**src/rtl/cam_capture_wr_pkg.sv**
```systemverilog
`default_nettype none
// ============================================================================
// Module : cam_capture_wr_pkg
// Brief  : Shared FSM encoding, default image size and RGB332 bar colours.
// Rev    : 1.0
// ============================================================================
package cam_capture_wr_pkg;

    typedef enum logic [1:0] {
        IDLE    = 2'd0,
        WAIT_VS = 2'd1,
        BYTE1   = 2'd2,
        BYTE2   = 2'd3
    } state_e;

    localparam int C_IMG_W_DEF = 160;
    localparam int C_IMG_H_DEF = 120;

    localparam logic [7:0] C_BAR_WHITE   = 8'hFF;
    localparam logic [7:0] C_BAR_YELLOW  = 8'hFC;
    localparam logic [7:0] C_BAR_CYAN    = 8'h1F;
    localparam logic [7:0] C_BAR_GREEN   = 8'h1C;
    localparam logic [7:0] C_BAR_MAGENTA = 8'hE3;
    localparam logic [7:0] C_BAR_RED     = 8'hE0;
    localparam logic [7:0] C_BAR_BLUE    = 8'h03;
    localparam logic [7:0] C_BAR_BLACK   = 8'h00;

    function automatic logic [7:0] bar_color(input logic [2:0] idx);
        logic [7:0] color;
        case (idx)
            3'd0:    color = C_BAR_WHITE;
            3'd1:    color = C_BAR_YELLOW;
            3'd2:    color = C_BAR_CYAN;
            3'd3:    color = C_BAR_GREEN;
            3'd4:    color = C_BAR_MAGENTA;
            3'd5:    color = C_BAR_RED;
            3'd6:    color = C_BAR_BLUE;
            default: color = C_BAR_BLACK;
        endcase
        return color;
    endfunction

endpackage
`default_nettype wire

```
**src/rtl/cam_capture_wr_rgb565_to_332.sv**
```systemverilog
`default_nettype none
// ============================================================================
// Module : cam_capture_wr_rgb565_to_332
// Brief  : Combinational pack of an RGB565 hi/lo byte pair into RGB332.
// Rev    : 1.0
// ============================================================================
module cam_capture_wr_rgb565_to_332 (
    input  logic [7:0] hi_i,
    input  logic [7:0] lo_i,
    output logic [7:0] rgb332_o
);

    // Only R[4:2], the top of G and the top of B survive the pack.
    logic unused_bits;
    assign unused_bits = ^{hi_i[4:3], lo_i[7:5], lo_i[2:0]};

    assign rgb332_o = {hi_i[7:5], hi_i[2:0], lo_i[4:3]};

endmodule
`default_nettype wire

```
**src/rtl/cam_capture_wr.sv**
```systemverilog
`default_nettype none
// ============================================================================
// Module : cam_capture_wr
// Brief  : OV7670 RGB565 capture, packed to RGB332 into the frame buffer.
//          Define CAM_TEST_PATTERN_EN to add test_en (vertical colour bars).
// Rev    : 1.0
// ============================================================================
module cam_capture_wr
    import cam_capture_wr_pkg::*;
#(
    parameter int AW    = 15,
    parameter int DW    = 8,
    parameter int IMG_W = C_IMG_W_DEF,
    parameter int IMG_H = C_IMG_H_DEF
) (
    input  logic          clk,
    input  logic          rst_n,
    input  logic          start,
    input  logic          cont,
    input  logic          vsync,
    input  logic          href,
    input  logic [7:0]    px_data,
`ifdef CAM_TEST_PATTERN_EN
    input  logic          test_en,
`endif
    output logic [AW-1:0] mem_px_addr,
    output logic [DW-1:0] mem_px_data,
    output logic          px_wr,
    output logic          busy,
    output logic          done
);

    localparam logic [AW-1:0] C_LAST_ADDR = AW'(IMG_W * IMG_H - 1);

    state_e        state_q, state_d;
    logic          vsync_q, vsync_prev_q, href_q;
    logic [7:0]    data_q;
    logic [7:0]    hi_q, hi_d;
    logic [AW-1:0] addr_q;
    logic          full_q;
    logic          px_wr_q, px_wr_d;
    logic          done_q, done_d;
    logic          addr_clr;
    logic [DW-1:0] pix_q;
    logic [7:0]    w_packed, w_pixel;
    logic          w_vs_fall, w_vs_rise;

    assign w_vs_fall = vsync_prev_q & ~vsync_q;
    assign w_vs_rise = ~vsync_prev_q & vsync_q;

    cam_capture_wr_rgb565_to_332 u_pack (
        .hi_i     (hi_q),
        .lo_i     (data_q),
        .rgb332_o (w_packed)
    );

`ifdef CAM_TEST_PATTERN_EN
    logic [15:0] col_q;
    logic [31:0] w_bar_raw;
    logic [2:0]  w_bar;

    // Lines longer than IMG_W stay on the last bar.
    assign w_bar_raw = ({16'd0, col_q} * 32'd8) / 32'(IMG_W);
    assign w_bar     = (w_bar_raw > 32'd7) ? 3'd7 : w_bar_raw[2:0];
    assign w_pixel   = test_en ? bar_color(w_bar) : w_packed;

    always_ff @(posedge clk) begin
        if (!rst_n) begin
            col_q <= '0;
        end else if (!href_q) begin
            col_q <= '0;
        end else if (state_q == BYTE2 && !w_vs_rise && col_q != 16'hFFFF) begin
            col_q <= col_q + 16'd1;
        end
    end
`else
    assign w_pixel = w_packed;
`endif

    always_comb begin
        state_d  = state_q;
        hi_d     = hi_q;
        px_wr_d  = 1'b0;
        done_d   = 1'b0;
        addr_clr = 1'b0;
        case (state_q)
            IDLE: begin
                if (start) state_d = WAIT_VS;
            end
            WAIT_VS: begin
                if (w_vs_fall) begin
                    addr_clr = 1'b1;
                    state_d  = BYTE1;
                end
            end
            BYTE1, BYTE2: begin
                if (w_vs_rise) begin
                    done_d  = 1'b1;
                    state_d = cont ? WAIT_VS : IDLE;
                end else if (state_q == BYTE1) begin
                    if (href_q) begin
                        hi_d    = data_q;
                        state_d = BYTE2;
                    end
                end else begin
                    // A lone hi byte at line end is simply dropped here.
                    px_wr_d = href_q & ~full_q;
                    state_d = BYTE1;
                end
            end
            default: state_d = IDLE;
        endcase
    end

    always_ff @(posedge clk) begin
        if (!rst_n) begin
            state_q      <= IDLE;
            vsync_q      <= 1'b0;
            vsync_prev_q <= 1'b0;
            href_q       <= 1'b0;
            data_q       <= '0;
            hi_q         <= '0;
            addr_q       <= '0;
            full_q       <= 1'b0;
            px_wr_q      <= 1'b0;
            done_q       <= 1'b0;
            pix_q        <= '0;
        end else begin
            vsync_q      <= vsync;
            vsync_prev_q <= vsync_q;
            href_q       <= href;
            data_q       <= px_data;
            state_q      <= state_d;
            hi_q         <= hi_d;
            px_wr_q      <= px_wr_d;
            done_q       <= done_d;
            if (px_wr_d) pix_q <= w_pixel;
            // Address advances the cycle after a write; the last slot latches full.
            if (addr_clr) begin
                addr_q <= '0;
                full_q <= 1'b0;
            end else if (px_wr_q) begin
                if (addr_q == C_LAST_ADDR) full_q <= 1'b1;
                else                       addr_q <= addr_q + AW'(1);
            end
        end
    end

    assign mem_px_addr = addr_q;
    assign mem_px_data = pix_q;
    assign px_wr       = px_wr_q;
    assign done        = done_q;
    assign busy        = (state_q != IDLE);

endmodule
`default_nettype wire

```
**config.mk**
```make
export PLATFORM = sky130hd
export DESIGN_NAME = cam_capture_wr
export DESIGN_NICKNAME = d
export VERILOG_FILES = /design/src/rtl/cam_capture_wr_pkg.sv /design/src/rtl/cam_capture_wr_rgb565_to_332.sv /design/src/rtl/cam_capture_wr.sv
export SDC_FILE = /design/constraint.sdc
export NUM_CORES = 1
export LEC_CHECK = 0
export ABC_AREA = 1
export ABC_CLOCK_PERIOD_IN_PS = 1410
export CAP_MARGIN = 20
export CORE_ASPECT_RATIO = 0.5
export CORE_MARGIN = 3
export CORE_UTILIZATION = 45
export DETAILED_ROUTE_END_ITERATION = 6
export HOLD_SLACK_MARGIN = 0.05
export PLACE_DENSITY = 0.68
export SETUP_SLACK_MARGIN = 0.05
export SLEW_MARGIN = 20
export SYNTH_ARGS = -nofsm -noshare
export SYNTH_HDL_FRONTEND = slang
export SYNTH_HIERARCHICAL = 1
export SYNTH_SLANG_ARGS = --single-unit
```
**constraint.sdc**
```tcl
create_clock -name clk -period 1.41 [get_ports clk]
set_input_delay 0.423 -clock clk [delete_from_list [all_inputs] [get_ports clk]]
set_output_delay 0.423 -clock clk [all_outputs]
set_load 0.005 [all_outputs]
```
==> run_results.csv <==
group,metric,value,unit
pwr,power.switching,0.5700,mW
final_layout,fin_nets,361,
worst_setup_path,crit_required,1.64,ns
synthesis,yosysWarnings,6,
pwr,p_int,1.916,mW
synthesis,synth_nets,294,
placed_design,dp.final_hpwl,2900,µm
final_layout,nFillCells,330,
clocking,clock_sinks,45,
sta,fmax,0.7267,GHz
clocking,clockRootBuffer,"clkbuf_8",
sta,period_minus_slack,1.376,ns
floorplanning,die_area,0.005428,mm²
floorplanning,start_util,49.48,%
pwr,power_leakage,1.377,nW
sta,fin_skew,0.004077,ns
grt,grt_pass1_wl,7224,µm
clocking,cts_buffer_depth,2,
detailed_routing,vias,1925,
grt,track_usage,16.96,%
pwr,pwr-share-seq,52.2,%
worst_hold_path,hold_class,"reg2reg",
worst_setup_path,crit_start,"mem_px_addr[10]",
worst_setup_path,end_kind,"flip-flop",
synthesis,syn_area,0.002041,mm²
clocking,cts_buffers,5,
grt,grt_pass1_vias,1689,
clocking,clkLatencyLatePin,0.30,ns
pwr,combPwrFrac,6.7,%
sta,min_period_over_period,97.59,%
detailed_routing,first_pass_iters,5,
sta,setup_viol_count_final,0,
final_layout,ff_latch_area,925.9,µm²
synthesis,postSynthAreaPerCell,7.314,µm²
worst_setup_path,crit_arrival,1.61,ns
sta,whs,0.4487,ns
worst_setup_path,reg2reg_depth,8,
final_layout,multi_input_area,0.001067,mm²
detailed_routing,wl_per_cell,11.64,µm
pwr,swShare,22.93,%
detailed_routing,route.detailed.drc,0,
grt,grt_max_degree,20,
grt,grt_antenna_before_repair,0,
placed_design,port_buffers,39,
floorplanning,fp.dieW,101.2,µm
clocking,ctsHtreeMaxLevel,2,
detailed_routing,vias_per_cell,4.800,
sta,rsz0062_at_grt,"true",
pwr,power_frac_clock,41.2,%
worst_setup_path,crit_slowest_cell,"dfxtp_2",
placed_design,dpl_cell_area,0.002555,mm²
worst_hold_path,min_from,"vsync_q",
clocking,cts_tree,"built",
run_status,status,"complete, no violations",
worst_setup_path,worstSetupPathType,"reg2reg",
pwr,irDropWorstVdd,617.2,µV
clocking,clk_pin_slew_worst_paths,0.09,ns
detailed_routing,drtIter0Drc,73,
sta,hold_viol_final,0,
pwr,power.density,844.1,mW/mm²
worst_setup_path,worstPathMaxFanout,5,
sta,report.final.slew_viol_count,0,
floorplanning,coreArea,0.004124,mm²
worst_setup_path,path_cells,"buf_4 > nor2_1 > nand2_2 > nor2_4 > nand2_8 > nand2_4 > nand2_1 > a21oi_1",
floorplanning,io_pins,40,
worst_setup_path,slowest_delay,0.34,ns
sta,worst_pin_slew,0.2234,ns
pwr,totalPowerFinal,2.486,mW
job,drv_cap,0,
final_layout,layout-drive-gt1-share,30.84,%
grt,grt_overflow,0,
floorplanning,die_height,53.62,µm
sta,slew-limit-headroom,85.05,%
worst_hold_path,whs_path_depth,2,
placed_design,gp_congestion,0.8306,
final_layout,antennaDiodeCount,0,
synthesis,syn_inst,279,
floorplanning,rows,16,
detailed_routing,drt_wl_total,4667,µm
worst_setup_path,r2r_start,"mem_px_addr[10]",
final_layout,layout-area-overhead-vs-synth,44.33,%
worst_setup_path,startpoint_type,"flip-flop",
final_layout,finalInstanceArea,0.002945,mm²
detailed_routing,ant_nets,0,
==> area by class of cell <==
cell class | instances | share of cell area (%)
clock buffer | 5 | 2.336
tap | 54 | 2.294
inverter | 35 | 4.630
sequential | 45 | 31.44
timing repair buffer | 71 | 21.45
clock inverter | 3 | 1.614
multi-input combinational | 188 | 36.24
==> critical path, delay by kind of cell (launching register included) <==
family	cells	cell delay (ns)
AO/OA/AOI/OAI	1	0.13
AND/OR/NAND/NOR	6	0.68
buffers and inverters	1	0.15
flip-flops	1	0.34
==> placed cells by master (no fill, tap or decap), drive strengths merged <==
| cell type | instances |
|---|---|
| dlygate4sd2 | 25 |
| o21a | 1 |
| a21oi | 16 |
| buf | 32 |
| clkbuf | 6 |
| ha | 1 |
| nand3 | 15 |
| bufinv | 1 |
| xnor2 | 3 |
| nor2 | 54 |
| clkdlybuf4s50 | 13 |
| o21ai | 17 |
| o211ai | 1 |
| nand4 | 5 |
| dfxtp | 45 |
| inv | 37 |
| nand3b | 2 |
| xor2 | 1 |
| nand2 | 72 |
==> routing by layer <==
metal,wire length [µm],global-route usage (%),part of all wire [%],vias up
met4,57,6.843,1.2,0
met1,1970,18.70,42,876
met2,2398,31.93,51,48
li1,-,-,-,993
met5,0,0,0,-
met3,240,4.398,5.1,8
==> final timing paths <==
kind / slack [ns] / to
worst min-delay path: 0.45 / vsync_prev_q
worst min register to register: 0.45 / vsync_prev_q
worst max register to register: 0.03 / mem_px_addr[2]
worst max-delay path: 0.03 / mem_px_addr[2]
==> what timing repair did <==
action | in CTS | in global routing
gates resized for setup | 53 | 37
setup endpoints to repair | 39 | 30
setup buffers | 10 | 7
pin swaps | 2 | 17
hold buffers | 0 | 0
gates cloned | 0 | 2
==> power by group through the flow <==
| stage | combinational, mW | sequential (mW) | clock (mW) |
|---|---|---|---|
| floorplan | 0.0814 | 1.33 | 0 |
| global placement | 0.161 | 1.33 | 0 |
| detailed placement | 0.165 | 1.33 | 0 |
| CTS | 0.162 | 1.30 | 1.03 |
| global route | 0.185 | 1.30 | 1.08 |
| finish | 0.166 | 1.30 | 1.02 |
==> metrics by stage <==
step	setup TNS, ns	util (%)	std cells	worst slack, ns
global route	-0.4102	71.42	401	-0.05229
CTS	0	66.96	392	0.05088
floorplan	0	-	279	0.06938
detailed placement	-0.5846	61.95	374	-0.05652
global placement	-0.06679	61.95	374	-0.01955
finish	0	71.42	401	0.03400
==> state kept, by name, summed over array words and instances, names as in the netlist <==
register,cells
href_q,1
vsync_q,1
mem_px_addr,15
vsync_prev_q,1
state_q,2
hi_q,6
px_wr,1
full_q,1
mem_px_data,8
done,1
data_q,8
Note: power is estimated with default switching activity, not from simulation.
==> variant (config.mk and constraints unchanged) <==
Encoding of `state_e`: now one-hot (4 bits for 4 states).
--- a/src/rtl/cam_capture_wr_pkg.sv
+++ b/src/rtl/cam_capture_wr_pkg.sv
@@ -8,7 +8,7 @@
 
-    typedef enum logic [1:0] {
-        IDLE    = 2'd0,
-        WAIT_VS = 2'd1,
-        BYTE1   = 2'd2,
-        BYTE2   = 2'd3
+    typedef enum logic [3:0] {
+        IDLE    = 4'b0001,
+        WAIT_VS = 4'b0010,
+        BYTE1   = 4'b0100,
+        BYTE2   = 4'b1000
     } state_e;
Formal check against the unedited RTL: same outputs for any inputs over 10 cycles, from zero or initial values and one cycle with rst_n low; not proved beyond that.
==> variant against the unedited design <==
Sequential cell count rose by 2. Count of clock-buffer cells in the layout unchanged. Synthesized area up 9.3%. Wire length increased by 11%. Maximum frequency fell by 1.6%. Via count is 9.5% higher. Worst setup slack worse by 0.023 ns. Cell area rose by 10%. Largest cell class unchanged. Highest routed layer unchanged.
Power is not compared: it rests on default switching activity, and its combinational part moved more than twofold at a synthesized area within 25%.
==> variant: results (changes against the unedited design) <==
Worst setup path
  • Critical Path Start: state_q[3]$_SDFFE_PN0P_
  • R2R Path Start: mem_px_addr[13]$_SDFFE_PP0P_
  • Worst path top cell family by delay: flip-flops
  • CP max FO: 3 (-2)
  • WP data arrival: 0.98 ns (-0.63 ns)

Clock network
  • CTS buffer count: 5 (unchanged)

Run status
  • Status: completed

Synth
  • Mean Syn Cell Area: 7.13 um^2 (-2.6%)
  • Syn_nets: 328 (+12%)

Global routing
  • Antenna violations before repair: 0 (unchanged)
  • Vias in the first global route: 1927 (+14%)
  • Largest net degree at the start of global routing: 19 (-5.0%)
  • Met2 GRT Util: 28.5% (-3.4 points)
  • First-pass GRT wire length: 8230 um (+14%)
  • Global-route track usage on met3: 3.82% (-0.57 points)
  • Met1 usage: 21.5% (+2.8 points)
  • Total GRT Usage: 17.0% (about the same)

Routing
  • Drt wl/cell: 11.7 um (+0.24%)
  • Pre-Repair DR Iteration Count: 4 (-1)
  • Initial DRC count: 41 (-44%)

Placed design
  • Post-placement cell count: 422 (+13%)
  • Placer Congestion: 0.876 (+5.4%)
  • Dpl cell area: 2760 um^2 (+8.1%)
  • DP Worst Slack: -0.0968 ns (-0.0403 ns)
  • Dpl hpwl: 3340 um (+15%)

Timing
  • Slew @ Worst Pin: 0.269 ns (+0.0455 ns)
  • Clock skew: 0.00720 ns (+0.00313 ns)

Finish
  • Final nets: 392 (+8.6%)
  • Post-layout util: 71.0% (-0.45 points)
  • Final Non-Filler Cells: 444 (+11%)
  • FILL cells: 358 (+8.5%)
  • Share of cells above drive strength 1: 36.8% (+5.9 points)

Min path
  • Min-Delay Path Class: flip-flop to flip-flop
## variant: tightest hold or removal path: stages, from the launching register on
cell and delay (ns):
dfxtp_1 0.32, nand2_1 0.05, inv_1 0.03
## variant: per-stage QoR
step | hold slack [ns] | power [mW]
floorplan | 0.407 | 1.66
global placement | 0.420 | 1.86
detailed placement | 0.424 | 1.87
CTS | 0.439 | 2.74
global route | 0.467 | 2.90
finish | 0.430 | 2.75
## variant: power breakdown
part           switching, mW  internal [mW]
logic                  0.240          0.219
registers             0.0322           1.37
clock network          0.523          0.368
## variant: layout make-up
class	count	share of cell area [%]
clock inverter	3	0.848
timing repair buffer	71	19.5
multi-input combinational	210	39.7
sequential	47	30.0
clock buffer	5	2.12
tap	66	2.54
inverter	42	5.32
## variant: routing by layer
metal / wire length (um) / share of wire [%]
met4: 63 / 1.2
met5: 0 / 0
met1: 2480 / 48
met2: 2450 / 47
met3: 186 / 3.6
## variant: final timing paths
kind / to / slack, ns / depth (start not counted)
setup / recovery: busy / 0.01 / 3
hold / removal: vsync_prev_q$_SDFF_PN0_ / 0.43 / 2
hold reg to reg: vsync_prev_q$_SDFF_PN0_ / 0.43 / 2
setup reg to reg: mem_px_addr[4]$_SDFFE_PP0P_ / 0.03 / 8
## variant: timing repair
| item | in CTS | in global routing |
|---|---|---|
| setup endpoints to repair | 37 | 32 |
| gates resized for setup | 61 | 71 |
| pin swaps | 9 | 25 |
| cloned | 2 | 0 |
| setup buffers | 10 | 2 |
